<file path="src/rtl/hit_judge_pkg.sv">
// hit_judge_pkg: shared note width and judge FSM encoding for chart, judge and HUD stages
package hit_judge_pkg;
  localparam int NOTE_W = 5;
  typedef enum logic [1:0] {IDLE, ARMED, OPEN, DONE} state_t;
endpackage

</file>
<file path="src/rtl/hit_judge_input.sv">
// input_sync: 2-flop synchronizer with rising-edge detect on the synchronized value
module input_sync #(
  parameter int W = 1
) (
  input  logic         clk,
  input  logic         resetn,
  input  logic [W-1:0] d,
  output logic [W-1:0] q,
  output logic [W-1:0] rise
);
  logic [W-1:0] s1, s2, s3;
  // two metastability flops plus one history flop for the edge detector
  always_ff @(posedge clk or negedge resetn) begin
    if (!resetn) begin
      s1 <= '0;
      s2 <= '0;
      s3 <= '0;
    end else begin
      s1 <= d;
      s2 <= s1;
      s3 <= s2;
    end
  end
  assign q = s2;
  assign rise = s2 & ~s3;
endmodule

</file>
<file path="src/rtl/hit_judge.sv">
// hit_judge: judges strummed fret chords against the chart and keeps score, streak and multiplier
module hit_judge
  import hit_judge_pkg::*;
#(
  parameter int CAPTURE_LAG   = 2,
  parameter int WINDOW_CYCLES = 6750000,
  parameter int POINTS        = 10,
  parameter int STREAK_STEP   = 8,
  parameter int MAX_MULT      = 4
) (
  input  logic              clk,
  input  logic              resetn,
  input  logic              eight_beat,
  input  logic [NOTE_W-1:0] exp_notes,
  input  logic [NOTE_W-1:0] frets,
  input  logic              strum,
  output logic              hit,
  output logic              miss,
  output logic [15:0]       score,
  output logic [7:0]        streak,
  output logic [2:0]        mult,
  output logic [NOTE_W-1:0] cur_chord
);
  localparam int LW = CAPTURE_LAG < 2 ? 1 : $clog2(CAPTURE_LAG + 1);
  localparam int WW = $clog2(WINDOW_CYCLES + 1);
  state_t state, state_n;
  logic [LW-1:0] lag, lag_n;
  logic [WW-1:0] win, win_n;
  logic [NOTE_W-1:0] chord, chord_n, frets_sync, fret_rise_unused;
  logic strum_evt, strum_sync_unused, hit_n, miss_n;
  logic [16:0] sum;
  logic [2:0] mult_n;
  input_sync #(.W(1)) u_strum (
    .clk(clk), .resetn(resetn), .d(strum), .q(strum_sync_unused), .rise(strum_evt)
  );
  input_sync #(.W(NOTE_W)) u_frets (
    .clk(clk), .resetn(resetn), .d(frets), .q(frets_sync), .rise(fret_rise_unused)
  );
  // next state and judgement; a beat overrides every state and restarts the capture lag
  always_comb begin
    state_n = state;
    lag_n = lag;
    win_n = win;
    chord_n = chord;
    hit_n = 1'b0;
    miss_n = 1'b0;
    if (state == OPEN) begin
      win_n = win - WW'(1);
      if (strum_evt) begin
        hit_n = frets_sync == chord;
        miss_n = frets_sync != chord;
        state_n = DONE;
      end else if (eight_beat) miss_n = 1'b1;
      else if (win <= WW'(1)) begin
        miss_n = 1'b1;
        state_n = DONE;
      end
    end else miss_n = strum_evt;
    if (state == ARMED) begin
      lag_n = lag - LW'(1);
      if (lag <= LW'(1)) begin
        chord_n = exp_notes;
        win_n = WW'(WINDOW_CYCLES);
        state_n = exp_notes != '0 ? OPEN : IDLE;
      end
    end
    if (eight_beat) begin
      state_n = ARMED;
      lag_n = LW'(CAPTURE_LAG);
    end
  end
  // saturating score sum and multiplier derived from the current streak
  always_comb begin
    sum = 17'(score) + 17'(POINTS * int'(mult));
    mult_n = 3'((1 + int'(streak) / STREAK_STEP) > MAX_MULT ? MAX_MULT : 1 + int'(streak) / STREAK_STEP);
  end
  // state, counters, pulses and scoring registers; mult trails streak by one cycle
  always_ff @(posedge clk or negedge resetn) begin
    if (!resetn) begin
      state <= IDLE;
      lag <= '0;
      win <= '0;
      chord <= '0;
      hit <= 1'b0;
      miss <= 1'b0;
      score <= '0;
      streak <= '0;
      mult <= 3'd1;
    end else begin
      state <= state_n;
      lag <= lag_n;
      win <= win_n;
      chord <= chord_n;
      hit <= hit_n;
      miss <= miss_n;
      score <= hit_n ? (sum[16] ? 16'hFFFF : sum[15:0]) : score;
      streak <= miss_n ? 8'd0 : hit_n ? (&streak ? streak : streak + 8'd1) : streak;
      mult <= mult_n;
    end
  end
  assign cur_chord = state == OPEN ? chord : '0;
endmodule

</file>
<file path="config.mk">
export PLATFORM = sky130hd
export DESIGN_NAME = hit_judge
export DESIGN_NICKNAME = d
export VERILOG_FILES = /design/src/rtl/hit_judge_pkg.sv /design/src/rtl/hit_judge_input.sv /design/src/rtl/hit_judge.sv
export SDC_FILE = /design/constraint.sdc
export NUM_CORES = 1
export LEC_CHECK = 0
export CORE_UTILIZATION = 30
export CTS_CLUSTER_DIAMETER = 200
export DETAILED_ROUTE_END_ITERATION = 8
export PLACE_DENSITY = 0.49
export SLEW_MARGIN = 20
export SYNTH_ARGS = -nofsm -noshare
export SYNTH_HDL_FRONTEND = slang
export SYNTH_SLANG_ARGS = --single-unit
export TNS_END_PERCENT = 30
</file>
<file path="constraint.sdc">
create_clock -name clk -period 3.9 [get_ports clk]
set_clock_uncertainty 0.15 [all_clocks]
set_input_delay 0.39 -clock clk [delete_from_list [all_inputs] [get_ports clk]]
set_output_delay 0.39 -clock clk [all_outputs]
set_load 0.02 [all_outputs]
</file>
==> impl_metrics.json, run 1 <==
{
  "status": "completed",
  "critPathCaptureType": "flip-flop",
  "grt_setup_unrepaired": "no",
  "post_cts_buffers": 0,
  "num-fill-cells": 1205,
  "synthesis.area_mm2": 0.00371,
  "ys_seq_area_share_pct": 49.9,
  "finalSetupViolCount": 0,
  "seq_power_share_pct": 42.9,
  "cts_resized": 0,
  "fin_ws_ns": 0.923,
  "p_int_mw": 1.52,
  "grtUsageMet2_pct": 22.7,
  "drc": 0,
  "grt.overflow.total": 0,
  "total_power_mw": 2.19,
  "syn_inst": 367,
  "grt_max_degree": 75,
  "drt_iter0_markers": 154,
  "final_antenna_net_count": 0,
  "routed_wirelength_um": 8320,
  "core_mm2": 0.0120,
  "crit_path_start": "mult[0]",
  "grt_antenna_before_repair": 0,
  "ys_seq_elements": 74,
  "drv_cap": 0,
  "n_antenna_cell": 0,
  "crit_path_end": "score[11]",
  "power_density_mw_per_mm2": 475,
  "final_util_pct": 38.4,
  "synthArstFlopShare_pct": 100,
  "clk_path_buf_depth": 2,
  "tightest_slew_ns": 0.924,
  "finalCritPeriodShare_pct": 76.3,
  "synth_cell_types": 53,
  "p_leak_nw": 1.87,
  "rows": 40,
  "cts_sinks": 74,
  "final_cell_mix": "dfrtp_1 (73), nand2_1 (47), clkdlybuf4s50_1 (46)",
  "die_h_um": 113,
  "power.switching_mw": 0.671,
  "final_cells": 568,
  "ir_worst_vdd_uv": 258,
  "layout-drive-gt1-share_pct": 6.65,
  "post_dp_cell_area_mm2": 0.00432,
  "finalMaxSlewViolations": 0,
  "io_buffers": 47,
  "syn_nets": 397,
  "max_freq_ghz": 0.336,
  "hold_buffers": 0,
  "avgRoutedWirePerCell_um": 14.6,
  "synth_area_per_cell_um2": 10.1,
  "cts_tree": "yes",
  "avgViaCountPerCell": 4.92,
  "crit_required_ns": 3.97,
  "dieArea_mm2": 0.0128,
  "htree_levels": 3,
  "synth_edf_count": 0,
  "via_count": 2792,
  "synth-main-ff-cell": "dfrtp_1",
  "finalHoldViolCount": 0,
  "grt.total_usage_pct": 14.4,
  "ff2ff_setup_slack_ns": 0.92,
  "grt_pass1_vias": 2810,
  "start_util_pct": 30.9,
  "cts.clk_slew.worst_paths_ns": 0.06,
  "final_common_cell": "dfrtp_1",
  "ioPinCount": 48,
  "die_w_um": 113,
  "grt_use_met3_pct": 2.41,
  "clk_latency_ns": 0.33,
  "r2r_end": "score[11]",
  "power.share.clock_pct": 36.8,
  "place_congestion": 0.795,
  "fin_setup_tns_ns": 0,
  "swShare_pct": 30.6,
  "crit_path_max_fanout": 9,
  "stdcell_area_mm2": 0.00461,
  "dp_cells": 552,
  "cp.arrival_ns": 3.05,
  "drt-pass1-iter-count": 4,
  "rr_startpoint": "mult[0]",
  "start_kind": "flip-flop",
  "cts_root_buf": "clkbuf_16",
  "crit_type": "reg2reg",
  "met1_usage_pct": 19.4,
  "gr-max-usage-layer": "met2",
  "reg2reg_depth": 8,
  "relSlewSlack_pct": 38.4,
  "hp-class": "in2async",
  "cts_inserted_buffers": 9,
  "power_frac_comb_pct": 20.3,
  "dp_hpwl_um": 5900,
  "min_period_ns": 2.98,
  "area_growth_pct": 24.2,
  "dp_slack_ns": 0.904,
  "timing.hold.ws_ns": 0.0516,
  "grt_pass1_wl_um": 14200,
  "layout.nets": 446,
  "yosysWarnings": 0
}
-- cells by family (layout without fill, tap and decap cells) --
family	Yosys count	after routing	share of synthesized area, %
multiplexers	7	7	2.06
AND/OR/NAND/NOR	176	176	24.9
flip-flops	74	74	49.9
AO/OA/AOI/OAI	46	46	7.99
XOR/XNOR	33	33	7.79
buffers and inverters	15	69	1.72
adder cells (fa/ha/maj)	16	16	5.60
-- area by class of cell --
cell class	instances	area, um^2	area share [%]
multi-input cells	278	1790	38.9
clock buffers	11	233	5.05
inverters	6	22.5	0.488
well taps	147	184	3.99
repair buffers	47	468	10.1
flip-flops and latches	74	1850	40.2
clock inverters	5	56.3	1.22
-- cell usage after synthesis (6+ instances only) --
cell type	n	area (um^2)
dfrtp_1	73	1830
nor2b_1	7	43.8
clkbuf_1	8	30.0
ha_1	15	188
nor3_1	12	60.1
o21ai_0	12	60.1
xor2_1	10	87.6
nor4_1	11	68.8
nand3_1	12	60.1
a21oi_1	13	65.1
inv_1	6	22.5
and3_1	8	50.1
nor2_1	40	150
xnor2_1	23	201
nand2_1	47	176
and2_1	6	37.5
-- how the worst min path moves through the flow --
stage / endpoint / slack (ns) / cells past startpoint
finish: u_frets.q[4] / 0.05 / 1
global route: u_frets.s1[4] / 0.14 / 1
CTS: score[9] / 0.11 / 1
detailed placement: u_strum.q / 0.18 / 0
global placement: u_strum.q / 0.18 / 0
floorplan: chord[0] / -0.06 / 0
-- layer usage --
metal,wire length [um],vias to the layer above
met2,3840,48
li1,-,1398
met3,255,6
met1,4120,1340
met4,102,0
met5,0,-
-- sequential cells by signal (all words and copies together), names as in the netlist --
signal      count
u_strum.s1      1
miss            1
state           2
hit             1
mult            3
score          16
u_strum.s3      1
u_frets.q       5
streak          8
chord           5
u_frets.s1      5
u_strum.q       1
win            23
lag             2
-- power by group through the flow --
| stage | Sequential, mW | Combinational [mW] | Clock (mW) |
|---|---|---|---|
| 6_report | 0.939 | 0.444 | 0.807 |
| 5_1_grt | 0.957 | 0.512 | 0.871 |
| 4_1_cts | 0.941 | 0.454 | 0.833 |
| 3_5_place_dp | 0.954 | 0.452 | 0 |
| 3_3_place_gp | 0.950 | 0.444 | 0 |
| 2_1_floorplan | 0.943 | 0.301 | 0 |
-- worst max-delay path, stage by stage (launching register included) --
cell and delay [ns]:
dfstp_2 0.55, ha_1 0.15, ha_1 0.15, ha_1 0.23, ha_1 0.34, o311ai_0 0.54, or3_1 0.37, o21ai_0 0.12
mux2_2 0.26
Note: power is estimated with default switching activity, not from simulation.
==> run 2: changes to the inputs <==
PLACE_DENSITY = 0.5   (was 0.49)
clock period = 2.7 ns   (was 3.9 ns; I/O delays follow)
==> run 2 against run 1 <==
Clock power up 35%. Non-clock buffer count up 17. Register-to-register slack worse by 0.88 ns. Final cell count up 3.0%. Via count up 2.7%. Highest routed layer unchanged. Maximum frequency up 12%. Largest power group unchanged.
==> impl_metrics.json, run 2 (synthesis results as in run 1) <==
{
  "drc": 0,
  "min_period_ns": 2.66,
  "routed_wirelength_um": 8500,
  "grt_max_degree": 75,
  "cts.clk_slew.worst_paths_ns": 0.06,
  "cts_tree": "yes",
  "io_buffers": 47,
  "fin_ws_ns": 0.0388,
  "num-fill-cells": 1203,
  "avgRoutedWirePerCell_um": 14.5,
  "drv_cap": 0,
  "grt_setup_unrepaired": "yes",
  "drt_iter0_markers": 186,
  "place_congestion": 0.743,
  "regMostFlops": "win",
  "n_antenna_cell": 0,
  "grt_pass1_vias": 2758,
  "crit_path_max_fanout": 3,
  "dp_cells": 566,
  "max_freq_ghz": 0.376,
  "crit_type": "reg2reg",
  "die_w_um": 113,
  "fin_setup_tns_ns": 0,
  "tightest_slew_ns": 0.946,
  "grt.total_usage_pct": 14.4,
  "crit_required_ns": 2.78,
  "finalSetupViolCount": 0,
  "cp.arrival_ns": 2.74,
  "total_power_mw": 3.11,
  "dieArea_mm2": 0.0128,
  "clk_path_buf_depth": 2,
  "start_kind": "flip-flop",
  "dp_hpwl_um": 5760,
  "crit_path_start": "mult[0]",
  "ir_worst_vdd_uv": 309,
  "core_mm2": 0.0120,
  "start_util_pct": 30.9,
  "cts_root_buf": "clkbuf_16",
  "grt_pass1_wl_um": 14100,
  "status": "completed",
  "clk_latency_ns": 0.34,
  "htree_levels": 3,
  "finalHoldViolCount": 0,
  "finalMaxSlewViolations": 0,
  "layout.nets": 463,
  "avgViaCountPerCell": 4.90,
  "final_cell_mix": "dfrtp_1 (73), nand2_1 (47), clkdlybuf4s50_1 (46)",
  "ioPinCount": 48,
  "power_density_mw_per_mm2": 649,
  "grt_antenna_before_repair": 0,
  "critPathCaptureType": "flip-flop",
  "dp_slack_ns": -0.0660,
  "final_cells": 585,
  "die_h_um": 113,
  "rows": 40,
  "drt-pass1-iter-count": 4,
  "relSlewSlack_pct": 36.9,
  "cts_inserted_buffers": 9,
  "min-delay-start": "u_frets.s1[3]",
  "finalCritPeriodShare_pct": 98.6,
  "rr_startpoint": "mult[0]",
  "final_antenna_net_count": 0,
  "via_count": 2866,
  "reg.largest.list": "win: 23 flops, score: 16 flops, streak: 8 flops",
  "hp-class": "reg2reg",
  "area_growth_pct": 29.3,
  "layout-drive-gt1-share_pct": 12.1,
  "cts_sinks": 74,
  "largest_reg_flops": 23,
  "final_common_cell": "dfrtp_1",
  "ff2ff_setup_slack_ns": 0.04,
  "p_leak_nw": 1.94,
  "grt.overflow.total": 0
}
-- run 2: layer usage --
layer  GRT usage [%]  vias to the layer above  wire (um)
met2            21.5                       51       3860
met3            3.91                       15        284
met4            5.88                        0        160
met1            19.8                     1365       4190
li1                -                     1435          -
met5               0                        -          0
-- run 2: final cells by class --
class	count	area (um^2)	area share (%)
clock buffers	13	250	5.22
inverters	6	22.5	0.469
clock inverters	3	15.0	0.313
well taps	147	184	3.83
flip-flops and latches	74	1850	38.6
repair buffers	64	598	12.5
multi-input cells	278	1870	39.1
-- run 2: what timing repair did --
item                       CTS  global route
gates cloned                 0             0
buffers inserted             0             2
hold buffers                 1             0
hold endpoints to repair    73             0
setup endpoints to repair    3            14
pin swaps                    1             5
gates resized for setup      2             9
-- run 2: power breakdown --
part | switching, mW | total (mW) | internal [mW] | leakage (nW)
Clock | 0.450 | 1.09 | 0.643 | 0.133
Combinational | 0.401 | 0.675 | 0.274 | 0.903
Sequential | 0.117 | 1.35 | 1.23 | 0.907
Total | 0.967 | 3.11 | 2.15 | 1.94
-- run 2: final timing paths --
check	cells past startpoint	end
min reg2reg	0	u_frets.q[3]
max in group asynchronous	2	win[7]
min in group asynchronous	2	score[2]
max	9	score[11]
max reg2reg	9	score[11]
min	0	u_frets.q[3]
-- run 2: worst max-delay path, cell delays in order (launching register included) --
cell and delay [ns]:
dfstp_2 0.55, buf_4 0.12, ha_1 0.18, inv_1 0.06, fa_1 0.40, nor2b_1 0.24
o31ai_1 0.17, a211oi_2 0.29, nand3_1 0.12, mux2_2 0.27
-- run 2: stage by stage --
step           area (um^2)  hold WS [ns]  utilization, %
3_5_place_dp          4440         0.186            37.0
2_1_floorplan         3730        -0.176               -
6_report              4800         0.201            39.9
3_3_place_gp          4440         0.184            37.0
4_1_cts               4730         0.204            39.4
5_1_grt               4800         0.215            39.9
==> run 3: changes to the inputs <==
==> constraint.sdc (replaced) <==
create_clock -name clk -period 2.7 [get_ports clk]
set_clock_uncertainty 0.15 [all_clocks]
set_input_delay 0.405 -clock clk [delete_from_list [all_inputs] [get_ports clk]]
set_output_delay 0.405 -clock clk [all_outputs]
set_load 0.02 [all_outputs]
==> run 3 against run 2 <==
Count of clock-buffer cells in the layout unchanged. Final cell count did not move. Maximum frequency rose by 1.0%. Die area is the same. First-iteration DRC count shrank 24%. Combinational power shrank 1%. Critical path depth unchanged. Via count is essentially flat. Global-route usage is 0.19 points lower. Register-to-register slack improved by 0.03 ns. Worst setup slack improved by 0.027 ns. Sequential power barely moved. Critical path type unchanged.
==> impl_metrics.json, run 3 (synthesis results as in run 1) <==
{
  "status": "completed",
  "hp-class": "reg2reg",
  "grt_pass1_wl_um": 14300,
  "drc": 0,
  "start_util_pct": 30.9,
  "avgViaCountPerCell": 4.90,
  "via_count": 2864,
  "cts_inserted_buffers": 9,
  "cts_sinks": 74,
  "dp_hpwl_um": 5860,
  "avgRoutedWirePerCell_um": 14.3,
  "crit_path_max_fanout": 6,
  "core_mm2": 0.0120,
  "grt.overflow.total": 0,
  "start_kind": "flip-flop",
  "largest_reg_flops": 23,
  "crit_family": "adder cells",
  "grt.total_usage_pct": 14.2,
  "crit_path_frequent_cell": "ha_4",
  "grt_setup_unrepaired": "yes",
  "grt_pass1_vias": 2871,
  "n_antenna_cell": 0,
  "grt_antenna_before_repair": 0,
  "relSlewSlack_pct": 46.8,
  "io_buffers": 47,
  "finalCritPeriodShare_pct": 97.6,
  "cpMaxStageDelayCell": "dfstp_2",
  "grt_max_degree": 62,
  "min_period_ns": 2.63,
  "ir_worst_vdd_uv": 325,
  "die_w_um": 113,
  "place_congestion": 0.743,
  "clk_path_buf_depth": 2,
  "ioPinCount": 48,
  "drt-pass1-iter-count": 4,
  "finalSetupViolCount": 0,
  "reg.largest.list": "win: 23 flops, score: 16 flops, streak: 8 flops",
  "crit_type": "reg2reg",
  "finalHoldViolCount": 0,
  "cts.clk_slew.worst_paths_ns": 0.06,
  "routed_wirelength_um": 8380,
  "total_power_mw": 3.19,
  "p_leak_nw": 1.96,
  "path_buf_inv": 0,
  "cts_tree": "yes",
  "num-fill-cells": 1190,
  "critPathCaptureType": "flip-flop",
  "drv_cap": 0,
  "layout.nets": 464,
  "final_cell_mix": "dfrtp_1 (73), nand2_1 (47), clkdlybuf4s50_1 (46)",
  "crit_chain": "ha_4 > ha_4 > ha_4 > ha_4 > and3_4 > a221oi_2 > a211oi_2 > nand4_1 > mux2_4",
  "timing.hold.ws_ns": 0.201,
  "cts_root_buf": "clkbuf_16",
  "dieArea_mm2": 0.0128,
  "tightest_slew_ns": 0.796,
  "power_density_mw_per_mm2": 659,
  "final_antenna_net_count": 0,
  "max_stage_delay_ns": 0.56,
  "drt_iter0_markers": 141,
  "finalMaxSlewViolations": 0,
  "final_common_cell": "dfrtp_1",
  "area_growth_pct": 30.5,
  "cp.arrival_ns": 2.69,
  "crit_required_ns": 2.75,
  "die_h_um": 113,
  "max_freq_ghz": 0.380,
  "rows": 40,
  "regMostFlops": "win",
  "htree_levels": 3,
  "clk_latency_ns": 0.32,
  "layout-drive-gt1-share_pct": 12.6
}
==> run 3: cell count changes in the layout (fill, tap and decap cells not counted), sizes merged <==
cell,previous run,this run
bufinv,0,1
clkinvlp,0,1
buf,17,18
clkinv,3,0
==> run 3: cell type report <==
type / count / area [um^2] / share of cell area [%]
Clock inverter: 2 / 37.5 / 0.775
Sequential cell: 74 / 1850 / 38.2
Timing Repair Buffer: 65 / 618 / 12.8
Inverter: 6 / 22.5 / 0.465
Clock buffer: 13 / 250 / 5.17
Tap cell: 147 / 184 / 3.80
Multi-Input combinational cell: 278 / 1880 / 38.8
==> run 3: power by group <==
group	switching [mW]	internal (mW)
combinational	0.397	0.270
sequential	0.127	1.23
clock	0.433	0.737
total	0.957	2.24
==> run 3: path summary, 6_finish.rpt <==
kind | endpoint | startpoint | slack, ns | cells after the start
hold reg to reg | u_strum.q | u_strum.s1 | 0.20 | 0
min in group asynchronous | score[2] | resetn | 0.33 | 2
max in group asynchronous | mult[0] | resetn | 1.48 | 3
hold / removal | u_strum.q | u_strum.s1 | 0.20 | 0
setup reg to reg | score[12] | mult[0] | 0.07 | 9
setup / recovery | score[12] | mult[0] | 0.07 | 9
==> run 3: routing by layer <==
metal / GRT usage (%) / vias up / wire length, um / part of all wire, %
li1: - / 1426 / - / -
met1: 19.6 / 1395 / 4120 / 49
met2: 22.7 / 38 / 3960 / 47
met3: 3.00 / 5 / 232 / 2.8
met4: 3.95 / 0 / 74 / 0.88
met5: 0 / - / 0 / 0
==> run 3: what timing repair did <==
item | 4_1_cts | 5_1_grt
hold buffers | 1 | 0
endpoints found under the setup margin | 3 | 10
cloned | 0 | 0
gates resized for setup | 2 | 10
setup buffers | 0 | 2
endpoints found under the hold margin | 13 | 0
pin swaps | 1 | 5
==> run 3: through the flow <==
stage               area, um^2  std cells  worst slack (ns)  TNS (ns)  utilization, %
finish                    4840        585            0.0659         0            40.3
global route              4840        585           -0.0183   -0.0201            40.3
CTS                       4780        583            0.0397         0            39.8
detailed placement        4460        567           -0.0556   -0.0569            37.1
global placement          4460        567            0.0237         0            37.1
floorplan                 3730        367           -0.0135   -0.0135               -
